<file path="config.mk">
export PLATFORM = sky130hd
export DESIGN_NAME = int_ram_ctrl
export DESIGN_NICKNAME = d
export VERILOG_FILES = /design/src/rtl/ldpc_mem_pkg.sv /design/src/rtl/int_ram_addr_cnt.sv /design/src/rtl/int_ram_ctrl.sv
export SDC_FILE = /design/constraint.sdc
export NUM_CORES = 1
export LEC_CHECK = 0
export ABC_AREA = 1
export BUFFER_PORTS_ARGS = -buffer_cell sky130_fd_sc_hd__buf_2
export CAP_MARGIN = 20
export CORE_MARGIN = 2
export CORE_UTILIZATION = 38
export CTS_BUF_LIST = sky130_fd_sc_hd__clkbuf_16
export DETAILED_ROUTE_END_ITERATION = 6
export PLACE_DENSITY = 0.64
export SYNTH_ARGS = -nofsm -noshare
export SYNTH_HDL_FRONTEND = slang
export SYNTH_HIERARCHICAL = 1
export SYNTH_SLANG_ARGS = --single-unit
</file>
<file path="constraint.sdc">
create_clock -name clk -period 4.2 [get_ports clk]
set_input_delay 0.63 -clock clk [delete_from_list [all_inputs] [get_ports clk]]
set_output_delay 0.63 -clock clk [all_outputs]
set_load 0.05 [all_outputs]
</file>
<file path="src/rtl/ldpc_mem_pkg.sv">
// Shared definitions for the LDPC decoder intermediate-message memory path.
package ldpc_mem_pkg;

    localparam int unsigned DEFAULT_DATA_WIDTH = 5;
    localparam int unsigned DEFAULT_ADDR_WIDTH = 8;

    // Selects one of the two ping-pong banks.
    typedef logic bank_t;

    // Round-robin pointer: which side wins the next contested cycle.
    typedef enum logic {
        WR = 1'b0,
        RD = 1'b1
    } prio_t;

endpackage

</file>
<file path="src/rtl/int_ram_addr_cnt.sv">
// Modulo-FRAME_LEN address counter with enable and terminal-count flag.
module int_ram_addr_cnt
    import ldpc_mem_pkg::*;
#(
    parameter int unsigned ADDR_WIDTH = DEFAULT_ADDR_WIDTH,
    parameter int unsigned FRAME_LEN  = 256
) (
    input  logic                  clk,
    input  logic                  rst_n,
    input  logic                  en,
    output logic [ADDR_WIDTH-1:0] cnt,
    output logic                  tc
);

    localparam logic [ADDR_WIDTH-1:0] LAST = ADDR_WIDTH'(FRAME_LEN - 1);

    assign tc = (cnt == LAST);

    // Advance on enable, wrapping to zero after the final word of a frame.
    always_ff @(posedge clk or negedge rst_n) begin
        if (!rst_n) begin
            cnt <= '0;
        end else if (en) begin
            cnt <= tc ? '0 : cnt + ADDR_WIDTH'(1);
        end
    end

endmodule

</file>
<file path="src/rtl/int_ram_ctrl.sv">
// Ping-pong controller driving the single shared port of the dual-bank
// intermediate-message RAM: producer fills one bank, consumer drains the other.
module int_ram_ctrl
    import ldpc_mem_pkg::*;
#(
    parameter int unsigned DATA_WIDTH = DEFAULT_DATA_WIDTH,
    parameter int unsigned ADDR_WIDTH = DEFAULT_ADDR_WIDTH,
    parameter int unsigned FRAME_LEN  = 256
) (
    input  logic                  clk,
    input  logic                  rst_n,
    input  logic                  wr_valid,
    output logic                  wr_ready,
    input  logic [DATA_WIDTH-1:0] wr_data,
    input  logic                  rd_req,
    output logic                  rd_gnt,
    output logic                  rd_data_valid,
    output logic [DATA_WIDTH-1:0] rd_data,
    output logic                  rd_last,
    output logic [1:0]            bank_full,
    output logic [ADDR_WIDTH-1:0] ram_address,
    output logic [DATA_WIDTH-1:0] ram_data_in,
    output logic                  ram_we,
    output logic                  ram_cs,
    output logic                  ram_rs,
    input  logic [DATA_WIDTH-1:0] ram_data_out
);

    if (FRAME_LEN < 1 || 64'(FRAME_LEN) > (64'(1) << ADDR_WIDTH)) begin : g_bad_frame_len
        $error("int_ram_ctrl: FRAME_LEN must lie in 1 .. 2**ADDR_WIDTH");
    end

    bank_t                 wr_bank;
    bank_t                 rd_bank;
    prio_t                 prio;
    logic [ADDR_WIDTH-1:0] wr_cnt;
    logic [ADDR_WIDTH-1:0] rd_cnt;
    logic                  wr_tc;
    logic                  rd_tc;
    logic                  wr_space;
    logic                  rd_avail;
    logic                  wr_fire;
    logic                  contest;

    assign wr_space = !bank_full[wr_bank];
    assign rd_avail = bank_full[rd_bank];

    // Both grants are mutually exclusive: when both sides are eligible only
    // the side named by prio can pass its term.
    assign wr_ready = wr_space & (!(rd_req & rd_avail) | (prio == WR));
    assign rd_gnt   = rd_req & rd_avail & (!(wr_valid & wr_space) | (prio == RD));
    assign wr_fire  = wr_valid & wr_ready;
    assign contest  = wr_valid & wr_space & rd_req & rd_avail;

    assign rd_data = ram_data_out;

    int_ram_addr_cnt #(
        .ADDR_WIDTH (ADDR_WIDTH),
        .FRAME_LEN  (FRAME_LEN)
    ) u_wr_cnt (
        .clk   (clk),
        .rst_n (rst_n),
        .en    (wr_fire),
        .cnt   (wr_cnt),
        .tc    (wr_tc)
    );

    int_ram_addr_cnt #(
        .ADDR_WIDTH (ADDR_WIDTH),
        .FRAME_LEN  (FRAME_LEN)
    ) u_rd_cnt (
        .clk   (clk),
        .rst_n (rst_n),
        .en    (rd_gnt),
        .cnt   (rd_cnt),
        .tc    (rd_tc)
    );

    // Drive the RAM port; address/bank/data default to the write side when idle.
    always_comb begin
        ram_cs      = wr_fire | rd_gnt;
        ram_we      = wr_fire;
        ram_rs      = wr_bank;
        ram_address = wr_cnt;
        ram_data_in = wr_data;
        if (rd_gnt) begin
            ram_rs      = rd_bank;
            ram_address = rd_cnt;
        end
    end

    // Bank ownership, full flags, round-robin pointer and read-side strobes.
    always_ff @(posedge clk or negedge rst_n) begin
        if (!rst_n) begin
            wr_bank       <= 1'b0;
            rd_bank       <= 1'b0;
            bank_full     <= '0;
            prio          <= WR;
            rd_data_valid <= 1'b0;
            rd_last       <= 1'b0;
        end else begin
            rd_data_valid <= rd_gnt;
            rd_last       <= rd_gnt & rd_tc;
            if (contest) begin
                prio <= wr_fire ? RD : WR;
            end
            if (wr_fire && wr_tc) begin
                bank_full[wr_bank] <= 1'b1;
                wr_bank            <= ~wr_bank;
            end
            if (rd_gnt && rd_tc) begin
                bank_full[rd_bank] <= 1'b0;
                rd_bank            <= ~rd_bank;
            end
        end
    end

endmodule
</file>
==> results of run 1 <==
[cell usage in the layout, fill, tap and decap left out, drive strengths merged]
cell type and n:
nand3 10, nand2 82, o21ai 6, xnor2 4, dfrtp 23, ha 2
clkbuf 3, buf 20, inv 29, xor2 1, clkinv 1, a21oi 8
nand4 3, nor2 21
[metrics by stage]
step / util [%] / cell area (µm²)
after global placement: 40.75 / 1607
after CTS: 42.78 / 1687
after detailed placement: 40.75 / 1607
after floorplan: - / 1541
final: 42.78 / 1687
after global routing: 42.78 / 1687
[report_power, final]
group	switching (mW)	internal, mW	total [mW]
Combinational	0.220	0.0868	0.307
Sequential	0.0592	0.263	0.323
Clock	0.0806	0.128	0.209
Total	0.360	0.478	0.838
[per-layer routing]
layer,wire [µm],part of all wire (%),vias up
met3,71,2.5,2
li1,-,-,625
met2,1388,49,6
met5,0,0,-
met4,27,0.95,0
met1,1349,48,531
[sequential cells by signal, indices dropped and copies added (netlist names)]
name	flops
u_rd_cnt/cnt	8
u_wr_cnt/cnt	8
bank_full	2
prio	1
rd_bank	1
rd_data_valid	1
rd_last	1
wr_bank	1
[cells by family (layout without fill, tap and decap cells)]
family / Yosys count / count (layout)
buffers and inverters: 41 / 53
AND/OR/NAND/NOR: 116 / 116
adder cells (fa/ha/maj): 2 / 2
flip-flops: 23 / 23
XOR/XNOR: 5 / 5
AO/OA/AOI/OAI: 14 / 14
[worst max-delay path, stage by stage, from the launching register on]
cell	delay, ps
dfrtp_1	410
inv_1	80
nand2_1	60
nand2_1	80
nor2_4	150
nand2_4	110
inv_4	190
nand2_1	70
nand2_1	70
buf_2	260
[final cells by class]
cell class	instances	area [µm²]	share of cell area (%)
clock buffers	3	75.07	4.451
clock inverters	1	5.005	0.2967
inverters	29	111.4	6.602
multi-input cells	137	757.0	44.88
flip-flops and latches	23	575.6	34.12
well taps	50	62.56	3.709
repair buffers	20	100.1	5.935
[final timing paths]
check / start / end / slack, ps / cells after the start
max: bank_full[1] / ram_address[0] / 1830 / 9
min: rst_n / rd_bank / 350 / 1
max reg2reg: bank_full[1] / u_wr_cnt/cnt[7] / 2580 / 10
min reg2reg: wr_bank / wr_bank / 550 / 2
max in group asynchronous: rst_n / u_rd_cnt/cnt[2] / 3490 / 1
min in group clk: wr_bank / wr_bank / 550 / 2
==> impl_metrics.json, run 1 <==
{
  "status": "finished, final reports clean",
  "p_leak_nw": 0.9580,
  "p_per_area_mw_per_mm2": 497.0,
  "die_h_um": 67.69,
  "overflow": 0,
  "total_power_mw": 0.8383,
  "syn_area_per_cell_um2": 7.669,
  "routed_via_density": 4.426,
  "worstMarginPinSlew_ps": 534.8,
  "finClkSkew_ps": 2.035,
  "critPathRequiredTime_ps": 3570,
  "cts_hold_buf": 0,
  "gp_congestion": 0.8903,
  "syn2layout_area_growth_pct": 9.416,
  "synth-edff-count": 0,
  "place_inst": 259,
  "synth.most_common_cell": "nand2_1",
  "dieWidth_um": 67.69,
  "antenna_left": 0,
  "drv_cap": 0,
  "grt_use_met2_pct": 24.63,
  "synthFlopType": "dfrtp_1",
  "clk_pin_slew_ps": 60,
  "die-area_mm2": 0.004582,
  "synth_fa_ha_area_share_pct": 1.623,
  "fin_cells": 263,
  "grt_pass1_wl_mm": 5.030,
  "insertion_delay_ps": 250,
  "busiest_layer": "met2",
  "synth.yosys.seq_area_share_pct": 37.34,
  "core_mm2": 0.003943,
  "start_util_pct": 39.10,
  "synth-compound-area-share_pct": 4.545,
  "drt-initial-drc-count": 21,
  "final_critical_path_setup_slack_ps": 1831,
  "fin_crit_ps": 2369,
  "dp_hpwl_mm": 2.177,
  "yosys.area.top_type": "dfrtp_1",
  "postSynthCellCount": 201,
  "cts_sinks": 23,
  "synth_simple_gate_area_share_pct": 40.10,
  "setup_violations": 0,
  "vias": 1164,
  "clock_tree.buffer_depth": 2,
  "finalCritPeriodShare_pct": 56.41,
  "first_pass_iters": 3,
  "synth_top_area_share_pct": 37.34,
  "synthTopCellsByArea": "dfrtp_1 37%, nand2_1 17%, inv_1 5.8%",
  "finalHoldViolations": 0,
  "synthMuxAreaShare_pct": 0,
  "min_path_type": "in2async",
  "synth_seq_cells": 23,
  "yosysWarnings": 6,
  "startpoint_type": "flop",
  "num_rows": 23,
  "io_pins": 41,
  "netlist_top_cells_count": "68 x nand2_1, 24 x inv_1, 23 x dfrtp_1",
  "ir_worst_vdd_mv": 0.1585,
  "wire_per_inst_um": 10.79,
  "fmax_mhz": 422.1,
  "cts_tree": "built",
  "finalSetupTns_ps": 0,
  "crit_path_end_kind": "primary output",
  "worst_hold_slack_ps": 348.8,
  "port_buffers": 20,
  "nets": 230,
  "yosys.area_share.xor_xnor_pct": 2.841,
  "worstSetupPathType": "reg2out",
  "rsz0062_at_grt": "no",
  "antenna_found_initial": 0,
  "cts_made_buffers": 3,
  "drt-total-wl_mm": 2.837,
  "slew_violations": 0,
  "grt_max_degree": 24,
  "synthArstFlopShare_pct": 100.0,
  "crit_fanout": 20,
  "fillers": 391,
  "yosys.cell_types.count": 23,
  "grt.met3_usage_pct": 2.833,
  "netlist_area_mm2": 0.001541,
  "dp_slack_ps": 1896,
  "synth_top_family_by_area": "simple AND/OR/NAND/NOR gates",
  "slew_headroom_pct": 64.35,
  "synth_nets": 217,
  "drive_above_1_share_pct": 26.76,
  "post_cts_buffers": 0,
  "drcViolationCount": 0,
  "grtUsageTotal_pct": 14.35,
  "worstPathArrival_ps": 1740,
  "grt_pass1_vias": 1171,
  "cts_resized": 0,
  "grtUsageMet1_pct": 17.34,
  "diodes": 0,
  "cts_root_buf": "clkbuf_16",
  "htreeDepth": 1
}
Note: power is estimated with default switching activity, not from simulation.
==> run 2, diff against run 1 <==
--- a/config.mk
+++ b/config.mk
@@ -12,7 +12,7 @@
 export CORE_UTILIZATION = 38
 export CTS_BUF_LIST = sky130_fd_sc_hd__clkbuf_16
 export DETAILED_ROUTE_END_ITERATION = 6
-export PLACE_DENSITY = 0.64
+export PLACE_DENSITY = 0.66
 export SYNTH_ARGS = -nofsm -noshare
 export SYNTH_HDL_FRONTEND = slang
 export SYNTH_HIERARCHICAL = 1
==> constraint.sdc (replaced) <==
create_clock -name clk -period 2.1 [get_ports clk]
set_input_delay 0.315 -clock clk [delete_from_list [all_inputs] [get_ports clk]]
set_output_delay 0.315 -clock clk [all_outputs]
set_load 0.05 [all_outputs]
==> impl_metrics.json, run 2 (synthesis gave the netlist of run 1 again) <==
{
  "final_area_mm2": 0.001704,
  "overflow": 0,
  "grt_max_degree": 24,
  "io_pins": 41,
  "crit_fanout": 20,
  "num_rows": 23,
  "dpl_cell_area_mm2": 0.001610,
  "finalCritPeriodShare_pct": 93.88,
  "slew_headroom_pct": 64.78,
  "antenna_left": 0,
  "swShare_pct": 43.02,
  "fin_crit_ps": 1971,
  "p_sw_mw": 0.7287,
  "diodes": 0,
  "die_h_um": 67.69,
  "final_critical_path_setup_slack_ps": 128.5,
  "clock_tree.buffer_depth": 2,
  "cp_slowest_stage_delay_ps": 390,
  "syn2layout_area_growth_pct": 10.55,
  "cts_root_buf": "clkbuf_16",
  "worstPathArrival_ps": 1660,
  "port_buffers": 20,
  "cts_tree": "built",
  "setup_violations": 0,
  "critPathRequiredTime_ps": 1780,
  "fin_util_pct": 43.22,
  "power_frac_clock_pct": 24.7,
  "finClkSkew_ps": 2.592,
  "p_leak_nw": 0.9638,
  "final_cell_mix": "68 x nand2_1, 25 x inv_1, 23 x dfrtp_1",
  "first_pass_iters": 4,
  "finalSetupTns_ps": 0,
  "worstMarginPinSlew_ps": 528.3,
  "cp_common_cell": "nand2_1",
  "cts_sinks": 23,
  "worstSetupPathType": "reg2out",
  "insertion_delay_ps": 260,
  "clk_pin_slew_ps": 60,
  "total_power_mw": 1.694,
  "start_util_pct": 39.10,
  "grt_pass1_vias": 1137,
  "dp_hpwl_mm": 2.302,
  "worst_path_max_delay_cell": "dfrtp_1",
  "p_int_mw": 0.9652,
  "finalHoldViolations": 0,
  "grt_pass1_wl_mm": 5.154,
  "crit_path_end_kind": "primary output",
  "reg2reg_slack_ps": 450,
  "nets": 230,
  "drive_above_1_share_pct": 26.76,
  "drt-total-wl_mm": 3.002,
  "antenna_found_initial": 0,
  "core_mm2": 0.003943,
  "rsz0062_at_grt": "no",
  "post_cts_buffers": 0,
  "dp_slack_ps": 337.3,
  "power_frac_seq_pct": 38.0,
  "vias": 1202,
  "ir_worst_vdd_mv": 0.2936,
  "place_inst": 259,
  "drt-initial-drc-count": 71,
  "startpoint_type": "flop",
  "min_path_type": "in2async",
  "worst_path_dominant_cell_family": "simple AND/OR/NAND/NOR gates",
  "grtUsageTotal_pct": 15.19,
  "dieWidth_um": 67.69,
  "power_frac_comb_pct": 37.3,
  "cts_resized": 0,
  "path_cells": "inv_1 -> nand2_1 -> nand2_1 -> nor2_4 -> nand2_4 -> inv_8 -> nand2_1 -> nand2_1 -> buf_2",
  "cts_made_buffers": 3,
  "drcViolationCount": 0,
  "die-area_mm2": 0.004582,
  "status": "finished, final reports clean",
  "drv_cap": 0,
  "slew_violations": 0,
  "fin_cells": 263,
  "gp_congestion": 0.8852,
  "p_per_area_mw_per_mm2": 994.0,
  "reg_top3": "u_rd_cnt/cnt (8), u_wr_cnt/cnt (8), bank_full (2)",
  "worst-path-buf-inv": 3,
  "routed_via_density": 4.570,
  "htreeDepth": 1,
  "wire_per_inst_um": 11.41,
  "worst_hold_slack_ps": 29.75,
  "layout_commonest_cell": "nand2_1",
  "fmax_mhz": 507.2,
  "cts_hold_buf": 0
}
## run 2: metal layers
metal | global-route usage (%) | routed length (µm)
met5 | 0 | 0
met2 | 25.86 | 1517
met1 | 18.34 | 1304
met4 | 7.143 | 63
met3 | 2.833 | 116
## run 2: path summary, 6_finish.rpt
| path | depth (start not counted) | start | end |
|---|---|---|---|
| worst min register to register | 2 | wr_bank | wr_bank |
| min in group clk | 4 | rd_req | bank_full[1] |
| worst max register to register | 9 | wr_bank | u_wr_cnt/cnt[4] |
| max in group asynchronous | 1 | rst_n | bank_full[1] |
| worst min-delay path | 1 | rst_n | rd_last |
| worst max-delay path | 9 | bank_full[1] | ram_address[3] |
## run 2: area by class of cell
| cell class | instances | area [µm²] |
|---|---|---|
| clock inverters | 1 | 3.754 |
| inverters | 29 | 116.4 |
| fillers | 407 | 2238 |
| well taps | 50 | 62.56 |
| clock buffers | 3 | 75.07 |
| multi-input cells | 137 | 760.7 |
| flip-flops and latches | 23 | 575.6 |
| repair buffers | 20 | 110.1 |
## run 2: power groups by stage
stage / Combinational (mW) / Clock [mW] / Sequential, mW
floorplan: 0.547 / 0 / 0.645
global placement: 0.611 / 0 / 0.651
detailed placement: 0.622 / 0 / 0.652
CTS: 0.625 / 0.428 / 0.645
global route: 0.697 / 0.447 / 0.658
finish: 0.632 / 0.418 / 0.643
